### config.mk
export PLATFORM = sky130hd
export DESIGN_NAME = uart_packet_tx
export DESIGN_NICKNAME = d
export VERILOG_FILES = /design/src/rtl/uart_packet_tx.sv
export SDC_FILE = /design/constraint.sdc
export NUM_CORES = 1
export LEC_CHECK = 0
export CAP_MARGIN = 20
export CORE_ASPECT_RATIO = 0.7
export CORE_UTILIZATION = 59
export DETAILED_ROUTE_END_ITERATION = 10
export PLACE_DENSITY = 0.85
export SETUP_SLACK_MARGIN = 0.2
export SLEW_MARGIN = 20
export SYNTH_ARGS = -nofsm -noshare
export SYNTH_HDL_FRONTEND = slang
export SYNTH_SLANG_ARGS = --single-unit
### constraint.sdc
create_clock -name clk_baud -period 4.4 [get_ports clk_baud]
set_input_delay 0.66 -clock clk_baud [delete_from_list [all_inputs] [get_ports clk_baud]]
set_output_delay 0.66 -clock clk_baud [all_outputs]
set_load 0.1 [all_outputs]
### src/rtl/uart_packet_tx.sv
// uart_packet_tx
//   Multi-word UART transmitter. A packet of PACKET_WIDTH words is captured
//   over a valid/ready handshake in IDLE and sent word by word, LSB first,
//   as start / data / [parity] / stop frames. An optional run of idle (mark)
//   bit-times follows each packet. One bit-time per clk_baud cycle.
//
//   Optional feature macro: UART_TX_PARITY_EN
//     defined   -> a parity bit (^word ^ PARITY_ODD) follows the data bits
//     undefined -> no parity bit, PARITY_ODD has no effect
//
// Ports
//   clk_baud      in   bit-rate clock
//   rst           in   asynchronous, active-high reset
//   sys_packet    in   packet, word 0 in bits [DATA_BITS-1:0]
//   packet_valid  in   sys_packet holds a packet to send
//   packet_ready  out  block can accept a packet (IDLE only)
//   uart_stream   out  registered serial line, idle high
//   busy          out  high from capture until return to IDLE
//   word_index    out  index of the word being sent
//
// state    | meaning
// ---------+--------------------------------------------------
// S_IDLE   | line mark, ready for a packet
// S_START  | start bit (0); loads the current word for shifting
// S_DATA   | DATA_BITS data bits, LSB first
// S_PARITY | parity bit (only reachable with UART_TX_PARITY_EN)
// S_STOP   | STOP_BITS stop bits (1); then next word, GAP or IDLE
// S_GAP    | IDLE_GAP extra mark bit-times after the packet
module uart_packet_tx #(
  parameter int PACKET_WIDTH = 4,
  parameter int DATA_BITS    = 8,
  parameter int STOP_BITS    = 1,
  parameter int PARITY_ODD   = 0,
  parameter int IDLE_GAP     = 0,
  localparam int IW = (PACKET_WIDTH > 1) ? $clog2(PACKET_WIDTH) : 1
) (
  input  logic                               clk_baud,
  input  logic                               rst,
  input  logic [PACKET_WIDTH*DATA_BITS-1:0]  sys_packet,
  input  logic                               packet_valid,
  output logic                               packet_ready,
  output logic                               uart_stream,
  output logic                               busy,
  output logic [IW-1:0]                      word_index
);

  localparam int PKT_W = PACKET_WIDTH * DATA_BITS;
  // Shared bit counter covers DATA_BITS-1 and STOP_BITS-1.
  localparam int BW = $clog2(DATA_BITS + 1);
  // Gap counter holds up to 255.
  localparam int GW = 8;

  localparam logic [BW-1:0] DB_LAST  = BW'(DATA_BITS - 1);
  localparam logic [BW-1:0] SB_LAST  = BW'(STOP_BITS - 1);
  localparam logic [GW-1:0] GAP_LAST = GW'((IDLE_GAP > 0) ? IDLE_GAP - 1 : 0);
  localparam logic [IW-1:0] IDX_LAST = IW'(PACKET_WIDTH - 1);

  typedef enum logic [2:0] {
    S_IDLE, S_START, S_DATA, S_PARITY, S_STOP, S_GAP
  } state_t;

  state_t                 state_q, state_d;
  logic [PKT_W-1:0]       pkt_q, pkt_d;
  logic [IW-1:0]          word_idx_q, word_idx_d;
  logic [DATA_BITS-1:0]   shreg_q, shreg_d;
  logic [BW-1:0]          bit_cnt_q, bit_cnt_d;
  logic [GW-1:0]          gap_cnt_q, gap_cnt_d;
  logic                   line_q, line_d;
  logic                   ready_q, ready_d;
  logic                   busy_q, busy_d;

  logic [DATA_BITS-1:0]   cur_word;
  logic                   parity_bit;

  always_comb begin
    cur_word = '0;
    for (int i = 0; i < PACKET_WIDTH; i++) begin
      if (word_idx_q == IW'(i)) cur_word = pkt_q[i*DATA_BITS +: DATA_BITS];
    end
    parity_bit = (^cur_word) ^ (PARITY_ODD != 0);
  end

  always_comb begin
    state_d    = state_q;
    pkt_d      = pkt_q;
    word_idx_d = word_idx_q;
    shreg_d    = shreg_q;
    bit_cnt_d  = bit_cnt_q;
    gap_cnt_d  = gap_cnt_q;

    case (state_q)
      S_IDLE: begin
        if (packet_valid && ready_q) begin
          pkt_d      = sys_packet;
          word_idx_d = '0;
          state_d    = S_START;
        end
      end
      S_START: begin
        shreg_d   = cur_word;
        bit_cnt_d = DB_LAST;
        state_d   = S_DATA;
      end
      S_DATA: begin
        shreg_d = shreg_q >> 1;
        if (bit_cnt_q == '0) begin
`ifdef UART_TX_PARITY_EN
          state_d   = S_PARITY;
`else
          state_d   = S_STOP;
          bit_cnt_d = SB_LAST;
`endif
        end else begin
          bit_cnt_d = bit_cnt_q - BW'(1);
        end
      end
      S_PARITY: begin
        state_d   = S_STOP;
        bit_cnt_d = SB_LAST;
      end
      S_STOP: begin
        if (bit_cnt_q != '0) begin
          bit_cnt_d = bit_cnt_q - BW'(1);
        end else if (word_idx_q != IDX_LAST) begin
          word_idx_d = word_idx_q + IW'(1);
          state_d    = S_START;
        end else if (IDLE_GAP > 0) begin
          gap_cnt_d = GAP_LAST;
          state_d   = S_GAP;
        end else begin
          state_d = S_IDLE;
        end
      end
      S_GAP: begin
        if (gap_cnt_q == '0) state_d = S_IDLE;
        else                 gap_cnt_d = gap_cnt_q - GW'(1);
      end
      default: state_d = S_IDLE;
    endcase

    // The line follows the state one cycle later, so it never depends
    // combinationally on the inputs.
    case (state_q)
      S_START:  line_d = 1'b0;
      S_DATA:   line_d = shreg_q[0];
      S_PARITY: line_d = parity_bit;
      default:  line_d = 1'b1;
    endcase

    ready_d = (state_d == S_IDLE);
    busy_d  = (state_d != S_IDLE);
  end

  always_ff @(posedge clk_baud or posedge rst) begin
    if (rst) begin
      state_q    <= S_IDLE;
      pkt_q      <= '0;
      word_idx_q <= '0;
      shreg_q    <= '0;
      bit_cnt_q  <= '0;
      gap_cnt_q  <= '0;
      line_q     <= 1'b1;
      ready_q    <= 1'b0;
      busy_q     <= 1'b0;
    end else begin
      state_q    <= state_d;
      pkt_q      <= pkt_d;
      word_idx_q <= word_idx_d;
      shreg_q    <= shreg_d;
      bit_cnt_q  <= bit_cnt_d;
      gap_cnt_q  <= gap_cnt_d;
      line_q     <= line_d;
      ready_q    <= ready_d;
      busy_q     <= busy_d;
    end
  end

  assign packet_ready = ready_q;
  assign uart_stream  = line_q;
  assign busy         = busy_q;
  assign word_index   = word_idx_q;

endmodule
# [Word-level counts from Yosys, hierarchy flattened]
# Index checks and enable logic that the tools add are counted.
[op_classes] add_sub_neg=3 multipliers=0 n_div=0 n_lt_le_gt_ge=0 n_eq_ne=13 n_shift=0 muxes=19 bitwise_logic=1 reduce_logical=16
[op_table] op="8-bit 2-to-1 mux" count=4
[op_table] op="3-bit one-hot mux with 6 select lines" count=1
[op_table] op="4-bit one-hot mux with 4 select lines" count=1
[op_table] op="8-bit one-hot mux with 2 select lines" count=1
[op_table] op="3-bit 2-to-1 mux" count=4
[op_table] op="2-bit inequality test (second input constant)" count=5
[op_table] op="8-bit logical NOT" count=1
[op_table] op="4-bit 2-to-1 mux" count=2
[op_table] op="4-bit nonzero test" count=2
[op_table] op="8-bit XOR reduction" count=1
[op_table] op="8-bit by 1-bit subtractor with 8-bit output (second input constant)" count=1
[op_table] op="3-bit by 2-bit equality test with 1-bit output (second input constant)" count=2
[op_table] op="3-bit equality test (second input constant)" count=2
[op_table] op="3-bit logical NOT" count=2
[op_table] op="2-bit 2-to-1 mux" count=3
[op_table] op="2-bit AND reduction" count=3
[op_table] op="2-bit equality test (second input constant)" count=2
[op_table] op="4-bit logical NOT" count=1
[op_table] op="2-bit one-hot mux with 2 select lines" count=1
[op_table] op="4-bit AND reduction" count=1
[op_table] op="2-bit nonzero test" count=2
[op_table] op="4-bit by 1-bit subtractor with 4-bit output (second input constant)" count=1
[op_table] op="3-bit by 1-bit equality test with 1-bit output (second input constant)" count=1
[op_table] op="1-bit one-hot mux with 3 select lines" count=1
[op_table] op="other kinds (7)" count=7
[totals] reg_bits=60 latchBits=0 ram_bits=0 mem_bits_ro=0 in_bits=35 out_inout_bits=5 mem_count=0

# [Longest topological paths before layout]
[logic_depth] depth_word=7 mapped_depth=10 mapped_depth_nobuf=8

# [Worst setup path before layout]
# No wires, ideal clock.
[synth_path] kind="register -> register" start="reg word_idx_q[0], in the netlist word_index[0]" end="reg line_q, in the netlist uart_stream" setup_time_ns=0.079 t_arrival_ns=3.136 slack_ns=1.185 stages_incl_launch_ff=10 path_buffers=1 synth_period_minus_slack_ns=3.215 path_cell_list="dfrtp_1 > inv_1 > ha_1 > or2_0 > buf_2 > a221o_1 > a211o_1 > o211a_1 > or4_1 > a41o_1"
[synth_via] elab_chain_len=7 word_cells_on_any_way=10
[synth_lines] item="from (decl)" line="64" source="logic [IW-1:0] word_idx_q, word_idx_d;"
[synth_lines] item="from (signal assigned)" line="168" source="word_idx_q <= word_idx_d;"
[synth_lines] item="2-bit logical NOT" line="78" source="if (word_idx_q == IW'(i)) cur_word = pkt_q[i*DATA_BITS +: DATA_BITS];"
[synth_lines] item="8-bit 2-to-1 mux (3 in a row)" line="78"
[synth_lines] item="8-bit 2-to-1 mux *" line="78"
[synth_lines] item="8-bit XOR reduction *" line="80" source="parity_bit = (^cur_word) ^ (PARITY_ODD != 0);"
[synth_lines] item="1-bit one-hot mux with 3 select lines *" line="143" source="case (state_q)"
[synth_lines] item="net line_d" line="68" source="logic line_q, line_d;"
[synth_lines] item="to (signal assigned)" line="172" source="line_q <= line_d;"
[synth_lines] item="to (decl)" line="68"
# The timed path passes the listed nets; every way through them passes the cells marked *.
# A chain may end at the register's enable or synchronous reset.

# [Worst setup path in the final report]
# Same ends and word-level chain as after synthesis.

==> results.json <==
{
  "dpl.hpwl_microns": 4440,
  "reg2reg_setup_slack_ns": 1.62,
  "worstSetupPathType": "reg -> reg",
  "synth_top_area_frac": 0.504,
  "p_comb_frac": 0.459,
  "hold_ws_ns": 0.472,
  "drive_gt1_frac": 0.175,
  "fin_crit_sh": 0.631,
  "nets": 346,
  "synthTopCellsByCount": "59 x dfrtp_1, 33 x mux2_2, 16 x a21oi_1, 16 x nand2_1, 16 x o22ai_1",
  "vias": 2268,
  "die_x_microns": 86.3,
  "p_per_area_nw_per_um2": 819,
  "synth_cells": 263,
  "cp.required_ns": 4.67,
  "grt_usage": 0.279,
  "tightest_slew_ns": 0.997,
  "muxShareOfSynthArea": 0.127,
  "worstPathMaxFanout": 7,
  "cp-start-kind": "register",
  "status": "finished clean",
  "peakVddDrop_mv": 0.428,
  "synthAdderAreaFrac": 0.0333,
  "cts_root_buf": "clkbuf_8",
  "finalSetupViolations": 0,
  "synth_cell_type_count": 46,
  "grt_overflow": 0,
  "internal_power_mw": 1.79,
  "drtIter0Drc": 186,
  "p_switching_mw": 1.18,
  "rows": 21,
  "maxSlewViolCount": 0,
  "rsz0062_at_grt": "no",
  "hold_viol": 0,
  "holdBufCountCts": 0,
  "seqPwrFrac": 0.337,
  "yosysWarnings": 0,
  "clkTransAtPathRegs_ns": 0.07,
  "cts_buffers": 9,
  "syn-num-nets": 305,
  "io_pins": 40,
  "arrival_ns": 3.05,
  "place_area_sq_um": 3390,
  "max_slew_margin": 0.333,
  "tritoncts": "built",
  "grt_first_pass_wirelength_microns": 10600,
  "portBuffers": 39,
  "gp_congestion": 0.905,
  "synth_edf_count": 0,
  "dieArea_sq_um": 5260,
  "drt_wl_total_microns": 6510,
  "die_h_microns": 61.0,
  "fp.coreArea_sq_um": 4780,
  "grt_start_max_net_pins": 53,
  "drc": 0,
  "leakage_nw": 1.53,
  "synth_top_area_cell": "dfrtp_1",
  "via_per_inst": 6.02,
  "swShare": 0.399,
  "area_delta_synth_final_pct": 23.7,
  "synth_compound_area_frac": 0.171,
  "pwr-share-clk": 0.204,
  "cts_setup_buffers": 0,
  "htreeDepth": 3,
  "syn_area_sq_um": 2930,
  "drt-pass1-iter-count": 4,
  "tns_ns": 0,
  "synth_most_common_cell": "dfrtp_1",
  "n_antenna_cell": 0,
  "synth_xor_area_frac": 0.0209,
  "maxCapViolCount": 0,
  "worstHoldPathType": "reg -> reg",
  "yosys_most_used_dff": "dfrtp_1",
  "clk_latency_ns": 0.35,
  "clock_skew_ns": 0.00587,
  "postLayoutCellArea_sq_um": 3630,
  "synth_top_family_by_area": "compound AO/OA/AOI/OAI gates",
  "post-route-min-period_ns": 2.78,
  "fillerInstances": 333,
  "endpoint_kind": "register",
  "max_freq_mhz": 360,
  "p_total_mw": 2.97,
  "grt_pass1_vias": 2196,
  "synth_seq_cells": 60,
  "avgSynthCellArea_sq_um": 11.1,
  "clockBufferDepth": 2,
  "layout_setup_ws_ns": 1.62,
  "drtAntennaViolNets": 0,
  "wl_per_cell_microns": 17.3,
  "preCtsSetupSlack_ns": 1.70,
  "cts_sinks": 60,
  "synth-seq-area-share": 0.513,
  "synthTopCellsByArea": "dfrtp_1 50%, mux2_2 13%, o22ai_1 3.4%, ha_1 3.0%, a21oi_1 2.7%",
  "synthArstFlopShare": 1.00,
  "initial_core_util": 0.613,
  "post_cts_resized": 0,
  "synth-simple-area-share": 0.106,
  "antenna_found_initial": 0
}
## layer usage
| metal | track usage | part of all wire | vias up |
|---|---|---|---|
| met3 | 0.122 | 0.065 | 12 |
| met5 | 0 | 0 | - |
| met1 | 0.372 | 0.47 | 1118 |
| li1 | - | - | 1059 |
| met2 | 0.426 | 0.45 | 79 |
| met4 | 0.0714 | 0.015 | 0 |
## cell usage in the layout (no fill, tap or decap), types with 5 or more instances in the layout
cell             Yosys  routed
dfrtp_1             59      59
clkdlybuf4s50_1      0      39
mux2_2              33      33
nand2_1             16      16
a21oi_1             16      16
o22ai_1             16      16
nor2_1              15      15
clkbuf_8             0      10
inv_1               10       9
ha_1                 7       7
o21ai_0              6       6
a211oi_1             5       5
## power by group through the flow
stage               combinational [mW]  sequential (mW)  clock (mW)
finish                            1.36             1.00       0.606
global route                      1.48             1.03       0.636
CTS                               1.34            0.997       0.608
detailed placement                1.33             1.00           0
global placement                  1.28            0.995           0
floorplan                        0.965             1.05           0
## flip-flops by register name, summed over array words and instances (netlist names)
| signal | cells |
|---|---|
| packet_ready | 1 |
| state_q | 3 |
| gap_cnt_q | 8 |
| word_index | 2 |
| uart_stream | 1 |
| busy | 1 |
| shreg_q | 8 |
| pkt_q | 32 |
| bit_cnt_q | 4 |
## critical path: stages (launching register included)
cell,delay (ns)
dfrtp_1,0.45
inv_1,0.10
ha_1,0.24
or2_0,0.32
a221oi_1,0.56
o211ai_1,0.21
o211a_1,0.18
or4_1,0.40
a41o_1,0.25
## metrics by stage
step	cells	utilization
2_1_floorplan	263	-
3_3_place_gp	362	0.708
3_5_place_dp	362	0.708
4_1_cts	377	0.758
5_1_grt	377	0.758
6_report	377	0.758
## path summary, 6_finish.rpt
kind / to / start / depth (start not counted)
worst max-delay path: uart_stream / word_index[0] / 8
max in group asynchronous: pkt_q[24] / rst / 3
min in group asynchronous: gap_cnt_q[6] / rst / 2
worst min-delay path: gap_cnt_q[6] / gap_cnt_q[6] / 1
worst max register to register: uart_stream / word_index[0] / 8
worst min register to register: gap_cnt_q[6] / gap_cnt_q[6] / 1
## final cells by class
type                            instances  area, sq um  area share
Clock buffer                           11          141      0.0390
Inverter                               11         42.5      0.0117
Multi-Input combinational cell        181         1350       0.372
Clock inverter                          4         97.6      0.0269
Tap cell                               69         86.3      0.0238
Sequential cell                        60         1500       0.414
Timing Repair Buffer                   41          405       0.112
## cells by family after synthesis
logic type | count (synthesis)
AO/OA/AOI/OAI | 72
XOR/XNOR | 7
adder cells (fa/ha/maj) | 8
buffers and inverters | 22
flip-flops | 60
multiplexers | 33
AND/OR/NAND/NOR | 61
Note: power is estimated with default switching activity, not from simulation.
==> RTL edit (same settings) <==
The 6 states of `state_t` get a one-hot encoding in 6 bits.
--- a/src/rtl/uart_packet_tx.sv
+++ b/src/rtl/uart_packet_tx.sv
@@ -57,4 +57,4 @@
 
-  typedef enum logic [2:0] {
-    S_IDLE, S_START, S_DATA, S_PARITY, S_STOP, S_GAP
+  typedef enum logic [5:0] {
+    S_IDLE = 6'b000001, S_START = 6'b000010, S_DATA = 6'b000100, S_PARITY = 6'b001000, S_STOP = 6'b010000, S_GAP = 6'b100000
   } state_t;
Formal check against the unedited RTL: no difference found for any inputs over 10 cycles, from zero or initial values and one cycle with rst high; not proved beyond that.
==> RTL edit against the unedited design <==
  * Final cell count fell by 4.5%
  * Area after synthesis rose by 0.55%
  * Global-route usage fell by 4.0 points
  * Clock skew barely moved
  * Wire length fell by 14%
  * Sequential power fell by 6%
  * Sequential cell count rose by 3
  * Fmax rose by 5.3%
  * First-iteration DRC count fell by 15%
  * Synthesized cell count fell by 8.0%
  * Power fell by 23%
  * Setup slack improved by 0.14 ns
  * Final area fell by 0.90%
  * Critical endpoint is now uart_stream
  * Largest cell class unchanged
  * Largest power group is now sequential cells
==> RTL edit: results (changes against the unedited design) <==
Syn_nets - 284 (-6.9%)
Proportion of synthesized area in mux cells - 11.8% (-0.83 points)
Flop+latch power - 0.936 mW (-6%)
Net Sw Power - 0.809 mW (-32%)
Fraction of layout cells with a size suffix above 1 - 13.4% (-4.1 points)
Post-synth top cells - dfrtp_1, mux2_1, o21ai_0
CP max FO - 1 (-6)
Sequential area share after synthesis - 53.6% (+2.3 points)
Cts bufs inserted - 9 (unchanged)
Synth Area in XOR/XNOR - 4.46% (+2.4 points)
Setup Skew - 0.00614 ns (+0.000271 ns)
Port Buf Inserts - 39 (unchanged)
Routability cong. - 0.827 (-8.7%)
Via Count - 2,028 (-11%)
Worst-path clk slew - 0.07 ns (about the same)
Comb power - 0.843 mW (-38%)
Area fraction in compound gates after synthesis - 13.2% (-4.0 points)
Rel. slew slack - 33.6% (+0.24 points)
Worst stage delay on the critical path - 1.12 ns (+0.56 ns)
First-pass GRT wire length - 8960 µm (-15%)
Largest net degree at the start of global routing - 43 (-19%)
Fillers - 343 (+3.0%)
Data arrival time of the critical path - 1.98 ns (-1.07 ns)
Placed instance area - 0.00339 mm² (about the same)
CP max stage cell - clkdlybuf4s50_1
Max VDD drop - 0.361 mV (-16%)
Root buf cell - clkbuf_8
Family with the most delay on the worst path - buffers and inverters
DR iter-0 viols - 158 (-15%)
Vias in the first global route - 1,897 (-14%)
Status - finished, final reports clean
Top cells by area, synth - dfrtp_1, mux2_1, mux2_2
Adder-cell area share of the yosys netlist - 2.97% (-0.36 points)
Total GRT Usage - 24.0% (-4.0 points)
P_leak - 1.57 nW (+2.3%)
# nets final - 328 (-5.2%)
HPWL Detailed - 4020 µm (-9.4%)
Drt total wl - 5630 µm (-14%)
Synth cell types - 48 (+4.3%)
Initial antenna violation count - 0 (unchanged)
# Post-CTS Setup Buffers - 0 (unchanged)
## RTL edit: stage by stage
| stage | util [%] | worst slack [ns] | cells | power, mW | hold WS (ns) |
|---|---|---|---|---|---|
| floorplan | - | 1.69 | 242 | 1.58 | 0.433 |
| global placement | 70.8 | 2.12 | 344 | 1.75 | 0.451 |
| detailed placement | 70.8 | 2.02 | 344 | 1.78 | 0.456 |
| CTS | 75.1 | 1.74 | 360 | 2.30 | 0.469 |
| global route | 75.1 | 1.72 | 360 | 2.43 | 0.477 |
| finish | 75.1 | 1.76 | 360 | 2.29 | 0.467 |
## RTL edit: path summary, 6_finish.rpt
path	startpoint	to	slack, ns	cells past startpoint
min in group asynchronous	rst	gap_cnt_q[1]$_DFFE_PP0P_	0.80	2
max	uart_stream$_DFF_PP1_	uart_stream	1.76	1
max reg2reg	word_index[1]$_DFFE_PP0P_	uart_stream$_DFF_PP1_	1.99	9
min	gap_cnt_q[6]$_DFFE_PP0P_	gap_cnt_q[6]$_DFFE_PP0P_	0.47	1
min reg2reg	gap_cnt_q[6]$_DFFE_PP0P_	gap_cnt_q[6]$_DFFE_PP0P_	0.47	1
max in group asynchronous	rst	uart_stream$_DFF_PP1_	2.73	3
## RTL edit: cell type report
cell class	count	area share (%)
tap	69	2.40
clock buffer	10	3.83
timing repair buffer	41	11.3
clock inverter	6	1.92
multi-input combinational	160	35.5
sequential	63	43.9
inverter	11	1.15
## RTL edit: layer usage
layer	wire, µm	vias up	track usage, %
met5	0	-	0
met4	102	0	9.76
met3	356	9	9.92
met2	2420	62	34.9
met1	2750	984	32.3
li1	-	973	-
